`src/rtl/counter_sequencer_if.sv`:
```
// counter_sequencer_if: switch inputs, counter feedback and counter control bus
//   s0, s1    raw direction/restart and rate switches
//   mode      operating mode (00 manual, 01 bounce, 10 sweep, 11 hold)
//   q_in      current counter value
//   cnt_en    count-enable pulse,  cnt_ud  direction (1=up)
//   cnt_load  load strobe,         load_val  load value
//   tick      prescaler tick,      state     FSM state
interface counter_sequencer_if;
    logic       s0;
    logic       s1;
    logic [1:0] mode;
    logic [7:0] q_in;
    logic       cnt_en;
    logic       cnt_ud;
    logic       cnt_load;
    logic [7:0] load_val;
    logic       tick;
    logic [1:0] state;
    modport master (
        output s0, s1, mode, q_in,
        input  cnt_en, cnt_ud, cnt_load, load_val, tick, state
    );
    modport slave (
        input  s0, s1, mode, q_in,
        output cnt_en, cnt_ud, cnt_load, load_val, tick, state
    );
endinterface

```
`src/rtl/counter_sequencer.sv`:
```
// counter_sequencer: rate prescaler, switch debounce and mode FSM driving an 8-bit up/down counter
//   CLK  system clock
//   RST  synchronous active-high reset
//   bus  slave side of counter_sequencer_if (switches, mode, counter feedback in; counter control out)
module counter_sequencer #(
    parameter int         DIV_SLOW  = 50000000,
    parameter int         DIV_FAST  = 12500000,
    parameter int         DB_CYCLES = 500000,
    parameter logic [7:0] LO        = 8'h00,
    parameter logic [7:0] HI        = 8'hFF
) (
    input logic               CLK,
    input logic               RST,
    counter_sequencer_if.slave bus
);
    localparam int PW = $clog2(DIV_SLOW > DIV_FAST ? DIV_SLOW : DIV_FAST);
    localparam int DW = $clog2(DB_CYCLES + 1);
    typedef enum logic [1:0] {LOAD = 2'b00, RUN = 2'b01, DONE = 2'b10, HOLD = 2'b11} state_t;
    state_t        st;
    logic          s0_m, s0_s, s0_db, s1_m, s1_s, s1_db, dir;
    logic [DW-1:0] s0_cnt, s1_cnt;
    logic [PW-1:0] pre;
    logic [1:0]    mode_r, mode_p;
    logic [7:0]    qc;
    logic          s0_hit, s1_hit, s0_rise, pre_end, tick_n, mode_chg, dir_n;
    always_comb begin
        s0_hit   = s0_s != s0_db && s0_cnt == DW'(DB_CYCLES - 1);
        s1_hit   = s1_s != s1_db && s1_cnt == DW'(DB_CYCLES - 1);
        s0_rise  = s0_hit && s0_s;
        pre_end  = pre == (s1_db ? PW'(DIV_FAST - 1) : PW'(DIV_SLOW - 1));
        // a rate change restarts the prescaler and swallows the tick
        tick_n   = pre_end && !s1_hit;
        mode_chg = mode_r != mode_p;
        // out-of-range counter values are treated as the nearest limit
        qc       = bus.q_in >= HI ? HI : bus.q_in <= LO ? LO : bus.q_in;
        dir_n    = qc >= HI ? 1'b0 : qc <= LO ? 1'b1 : dir;
    end
    assign bus.state = st;
    always_ff @(posedge CLK) begin
        if (RST) begin
            {s0_m, s0_s, s0_db, s1_m, s1_s, s1_db} <= '0;
            s0_cnt       <= '0;
            s1_cnt       <= '0;
            pre          <= '0;
            mode_r       <= 2'b00;
            mode_p       <= 2'b00;
            dir          <= 1'b1;
            st           <= LOAD;
            bus.cnt_en   <= 1'b0;
            bus.cnt_ud   <= 1'b1;
            bus.cnt_load <= 1'b0;
            bus.load_val <= LO;
            bus.tick     <= 1'b0;
        end else begin
            s0_m         <= bus.s0;
            s0_s         <= s0_m;
            s1_m         <= bus.s1;
            s1_s         <= s1_m;
            s0_cnt       <= (s0_s == s0_db || s0_hit) ? '0 : s0_cnt + 1'b1;
            s1_cnt       <= (s1_s == s1_db || s1_hit) ? '0 : s1_cnt + 1'b1;
            if (s0_hit) s0_db <= s0_s;
            if (s1_hit) s1_db <= s1_s;
            pre          <= (s1_hit || pre_end) ? '0 : pre + 1'b1;
            bus.tick     <= tick_n;
            mode_r       <= bus.mode;
            mode_p       <= mode_r;
            bus.cnt_en   <= 1'b0;
            bus.cnt_load <= 1'b0;
            if (mode_chg) st <= LOAD;
            else case (st)
                LOAD: begin
                    bus.cnt_load <= 1'b1;
                    bus.load_val <= LO;
                    bus.cnt_ud   <= 1'b1;
                    dir          <= 1'b1;
                    st           <= mode_r == 2'b11 ? HOLD : RUN;
                end
                // the tick right behind a load would see a stale Q_IN, so it is skipped
                RUN: if (tick_n && !bus.cnt_load) case (mode_r)
                    2'b00: begin
                        bus.cnt_ud <= s0_db;
                        bus.cnt_en <= s0_db ? qc < HI : qc > LO;
                    end
                    2'b01: begin
                        dir        <= dir_n;
                        bus.cnt_ud <= dir_n;
                        bus.cnt_en <= 1'b1;
                    end
                    2'b10: begin
                        bus.cnt_ud <= 1'b1;
                        bus.cnt_en <= qc < HI;
                        if (qc >= HI) st <= DONE;
                    end
                    default: ;
                endcase
                DONE: if (s0_rise) st <= LOAD;
                default: ;
            endcase
        end
    end
endmodule

```
`src/flat_wrapper.sv`:
```
// flat-port wrapper written by rule: the top's interface ports become plain ports
module counter_sequencer_flat 
#(
    parameter int         DIV_SLOW  = 50000000,
    parameter int         DIV_FAST  = 12500000,
    parameter int         DB_CYCLES = 500000,
    parameter logic [7:0] LO        = 8'h00,
    parameter logic [7:0] HI        = 8'hFF
)
  (CLK, RST, bus_s0, bus_s1, bus_mode, bus_q_in, bus_cnt_en, bus_cnt_ud, bus_cnt_load, bus_load_val, bus_tick, bus_state);
  counter_sequencer_if bus_i ();
  input logic CLK;
  input logic RST;
  input wire logic [$bits(bus_i.s0)-1:0] bus_s0;
  input wire logic [$bits(bus_i.s1)-1:0] bus_s1;
  input wire logic [$bits(bus_i.mode)-1:0] bus_mode;
  input wire logic [$bits(bus_i.q_in)-1:0] bus_q_in;
  output wire logic [$bits(bus_i.cnt_en)-1:0] bus_cnt_en;
  output wire logic [$bits(bus_i.cnt_ud)-1:0] bus_cnt_ud;
  output wire logic [$bits(bus_i.cnt_load)-1:0] bus_cnt_load;
  output wire logic [$bits(bus_i.load_val)-1:0] bus_load_val;
  output wire logic [$bits(bus_i.tick)-1:0] bus_tick;
  output wire logic [$bits(bus_i.state)-1:0] bus_state;
  assign bus_i.s0 = bus_s0;
  assign bus_i.s1 = bus_s1;
  assign bus_i.mode = bus_mode;
  assign bus_i.q_in = bus_q_in;
  assign bus_cnt_en = bus_i.cnt_en;
  assign bus_cnt_ud = bus_i.cnt_ud;
  assign bus_cnt_load = bus_i.cnt_load;
  assign bus_load_val = bus_i.load_val;
  assign bus_tick = bus_i.tick;
  assign bus_state = bus_i.state;
  counter_sequencer #(.DIV_SLOW(DIV_SLOW), .DIV_FAST(DIV_FAST), .DB_CYCLES(DB_CYCLES), .LO(LO), .HI(HI)) u_core (.CLK(CLK), .RST(RST), .bus(bus_i));
endmodule
```
`config.mk`:
```
export PLATFORM = sky130hd
export DESIGN_NAME = counter_sequencer_flat
export DESIGN_NICKNAME = d
export VERILOG_FILES = /design/src/rtl/counter_sequencer_if.sv /design/src/rtl/counter_sequencer.sv /design/src/flat_wrapper.sv
export SDC_FILE = /design/constraint.sdc
export NUM_CORES = 1
export LEC_CHECK = 0
export ABC_CLOCK_PERIOD_IN_PS = 2200
export BUFFER_PORTS_ARGS = -buffer_cell sky130_fd_sc_hd__clkbuf_2
export CORE_UTILIZATION = 35
export DETAILED_ROUTE_END_ITERATION = 16
export PLACE_DENSITY_LB_ADDON = 0.25
export SLEW_MARGIN = 20
export SYNTH_ARGS = -nofsm -noshare
export SYNTH_HDL_FRONTEND = slang
export SYNTH_SLANG_ARGS = --single-unit
```
`constraint.sdc`:
```
create_clock -name CLK -period 2.2 [get_ports CLK]
set_input_delay 0.44 -clock CLK [delete_from_list [all_inputs] [get_ports CLK]]
set_output_delay 0.44 -clock CLK [all_outputs]
set_load 0.01 [all_outputs]
```
==> load_flow_metrics.sql <==
INSERT INTO impl_metrics (metric_group, metric, value, unit) VALUES
('status', 'status', 'finished clean', ''),
('grt', 'first_global_vias', '2781', ''),
('critical_path', 'critical_path_cell_by_cell', 'or4b_4, nor4_4, o2111ai_1, o31ai_4, nand3_1, and3b_1', ''),
('floorplan', 'floorplan.io_pins', '28', ''),
('synthesis', 'async_reset_ff_frac', '0', ''),
('clocking', 'htree_num_levels', '3', ''),
('power_and_ir_drop', 'vdd_drop_max', '333', 'µV'),
('sta', 'rsz0062_at_grt', 'no', ''),
('sta', 'final.setup_skew', '15.5', 'ps'),
('critical_path', 'worst-path-buf-inv', '0', ''),
('place', 'dpl-instance-area', '0.00413', 'mm²'),
('synthesis', 'number_of_enable_flip_flop_cells_after_synthesis', '0', ''),
('place', 'port_buffers', '19', ''),
('layout', 'final_core_utilization', '0.418', ''),
('power_and_ir_drop', 'power.density', '704', 'mW/mm²'),
('place', 'pre_cts_slack', '113', 'ps'),
('clocking', 'cts.sinks', '81', ''),
('critical_path', 'max_stage_delay', '530', 'ps'),
('layout', 'antennaDiodeCount', '0', ''),
('sta', 'slew_hr', '0.639', ''),
('power_and_ir_drop', 'report.power.total', '3.08', 'mW'),
('sta', 'final-hold-violation-count', '0', ''),
('sta', 'period_minus_slack', '2120', 'ps'),
('synthesis', 'syn_inst', '429', ''),
('floorplan', 'num_rows', '37', ''),
('synthesis', 'synthDominantCellAreaShare', '0.425', ''),
('route', 'detail_route.vias_per_cell', '4.86', ''),
('route', 'drt_wl_total', '7290', 'µm'),
('synthesis', 'yosysSeqAreaShare', '0.425', ''),
('sta', 'worst_slew_pin_slew', '538', 'ps'),
('critical_path', 'slowest_stage', 'sky130_fd_sc_hd__or4b_4', ''),
('route', 'route.detailed.drc', '0', ''),
('synthesis', 'syn_avg_cell_area', '8.90', 'µm²'),
('critical_path', 'timing.critical_path.max_delay_family', 'simple AND/OR/NAND/NOR gates', ''),
('route', 'route.vias.total', '2929', ''),
('synthesis', 'synth-seq-cells', '81', ''),
('layout', 'synthToLayoutAreaGrowth', '14.6', '%'),
('min_path', 'type_of_the_worst_min_delay_path', 'input pin to register', ''),
('critical_path', 'worst-endpoint-arrival', '2360', 'ps'),
('route', 'antenna_violating_nets_post_route', '0', ''),
('floorplan', 'chipHeight', '106', 'µm'),
('clocking', 'cts_inserted_buffers', '9', ''),
('critical_path', 'worstSetupEndpointType', 'register', ''),
('layout', 'final_nets', '487', ''),
('sta', 'layout_worst_path_cycle_share', '0.963', ''),
('floorplan', 'fp.coreArea', '0.0105', 'mm²'),
('floorplan', 'die_w', '106', 'µm'),
('synthesis', 'post_synth_main_area_contributors', 'sky130_fd_sc_hd__dfxtp_1, sky130_fd_sc_hd__nor2_1, sky130_fd_sc_hd__xor2_1', ''),
('grt', 'maximum_number_of_pins_on_one_net_before_global_route_repair', '26', ''),
('run', 'max_cap_violations', '0', ''),
('synthesis', 'yosys.cell_types.count', '50', ''),
('floorplan', 'floorplan.die_area', '0.0113', 'mm²'),
('clocking', 'clkTransAtPathRegs', '90', 'ps'),
('layout', 'area_of_all_placed_cells_without_fillers', '0.00438', 'mm²'),
('route', 'first_pass_iters', '4', ''),
('synthesis', 'synth_largest_area_cell', 'sky130_fd_sc_hd__dfxtp_1', ''),
('place', 'hpwl_reported_at_the_end_of_detailed_placement', '5250', 'µm'),
('clocking', 'total_setup_buffers_inserted_after_cts', '0', ''),
('power_and_ir_drop', 'total_leakage_power', '1.57', 'nW'),
('route', 'wl_per_cell', '12.1', 'µm'),
('sta', 'setup_ws', '82.2', 'ps'),
('layout', 'final_layout_size_suffix_gt1_frac', '0.128', ''),
('grt', 'grtUsageTotal', '0.143', ''),
('synthesis', 'syn_area', '0.00382', 'mm²'),
('critical_path', 'cp_data_required_time', '2440', 'ps'),
('critical_path', 'worst-setup-path-type', 'register to register', ''),
('grt', 'global_route.overflow_total', '0', ''),
('synthesis', 'most_common_flop_cell_mapped_by_yosys', 'sky130_fd_sc_hd__dfxtp_1', ''),
('route', 'number_of_violations_reported_at_the_end_of_detailed_routing_iteration_0', '67', ''),
('grt', 'antenna_found_initial', '0', ''),
('critical_path', 'path_max_fanout', '4', '');
[path summary, 6_finish.rpt]
kind                               startpoint                   to  slack (ps)  depth (start not counted)
worst min-delay path                   bus_s1          u_core.s1_m         300                          2
worst min register to register    u_core.s1_m          u_core.s1_s         460                          1
worst max register to register  u_core.pre[7]  u_core.bus.state[1]          80                          6
worst max-delay path            u_core.pre[7]  u_core.bus.state[1]          80                          6
[cells in the mapped netlist, drive strengths merged, types with 8 or more instances]
master / n
and3: 8
and4: 9
buf: 13
dfxtp: 81
ha: 11
inv: 11
nand2: 22
nand3: 29
nand4: 14
nor2: 89
nor2b: 9
nor3: 11
xnor2: 25
xor2: 36
[through the flow]
stage,cells,hold WS [ps]
floorplan,436,414
global placement,587,427
detailed placement,587,451
CTS,603,285
global route,603,288
finish,603,300
[layer usage]
metal	vias up	track usage	part of all wire
li1	1521	-	-
met1	1355	0.187	0.52
met2	44	0.224	0.44
met3	9	0.0239	0.024
met4	0	0.0734	0.017
met5	-	0	0
[placed cells by master, fill, tap and decap left out, drive strengths merged, types with 3 or more instances in the layout]
cell / netlist / final
bufinv: 0 / 3
and4: 9 / 9
clkbuf: 5 / 31
and3: 8 / 8
nand4: 14 / 14
xnor2: 25 / 25
or4: 5 / 5
buf: 13 / 14
ha: 11 / 11
xor2: 36 / 36
dfxtp: 81 / 81
nand3: 29 / 29
and2: 4 / 4
nand2: 22 / 22
mux2i: 3 / 3
nor4bb: 3 / 3
nor2: 89 / 89
a21oi: 5 / 5
conb: 1 / 8
inv: 11 / 12
o21ai: 3 / 3
or3: 3 / 3
nor3: 11 / 11
nor4: 6 / 6
and3b: 3 / 3
nor2b: 9 / 9
[worst register-to-register path: stages (launching register included)]
cell and delay [ps]:
sky130_fd_sc_hd__dfxtp_1 350, sky130_fd_sc_hd__or4b_4 530, sky130_fd_sc_hd__nor4_4 340, sky130_fd_sc_hd__o2111ai_1 220, sky130_fd_sc_hd__o31ai_4 270, sky130_fd_sc_hd__nand3_1 110
sky130_fd_sc_hd__and3b_1 190
[final cells by class]
type / count / area [µm²]
fill: 1083 / 6090
multi-input combinational: 326 / 2090
sequential: 81 / 1620
timing repair buffer: 33 / 213
tap: 136 / 170
clock buffer: 12 / 145
clock inverter: 4 / 98.8
inverter: 11 / 41.3
[logic make-up after synthesis]
logic type,synth area share
buffers and inverters,0.0377
DFF,0.425
and+or+nand+nor,0.311
other,0.000982
AOI/OAI and AO/OA,0.0387
xor gates and xnor gates,0.140
muxes,0.0108
adders and majority gates,0.0360
[flip-flops by register name, summed over array words and instances (netlist names)]
signal and count:
u_core.mode_r 2, u_core.dir 1, u_core.s1_cnt 19, u_core.bus.tick 1
u_core.s0_s 1, u_core.s1_s 1, u_core.s0_cnt 19, u_core.s1_db 1
u_core.bus.cnt_en 1, u_core.s0_db 1, u_core.s0_m 1, u_core.bus.cnt_ud 1
u_core.bus.state 2, u_core.s1_m 1, u_core.mode_p 2, u_core.bus.cnt_load 1
u_core.pre 26
[power breakdown]
group,internal (mW),switching (mW)
Sequential,1.49,0.0267
Clock,0.791,0.544
Combinational,0.105,0.125
Total,2.38,0.697
[what timing repair did]
item                       4_1_cts  5_1_grt
resized for setup                0        1
hold buffers                     0        0
setup endpoints to repair        0        1
Note: power is estimated with default switching activity, not from simulation.
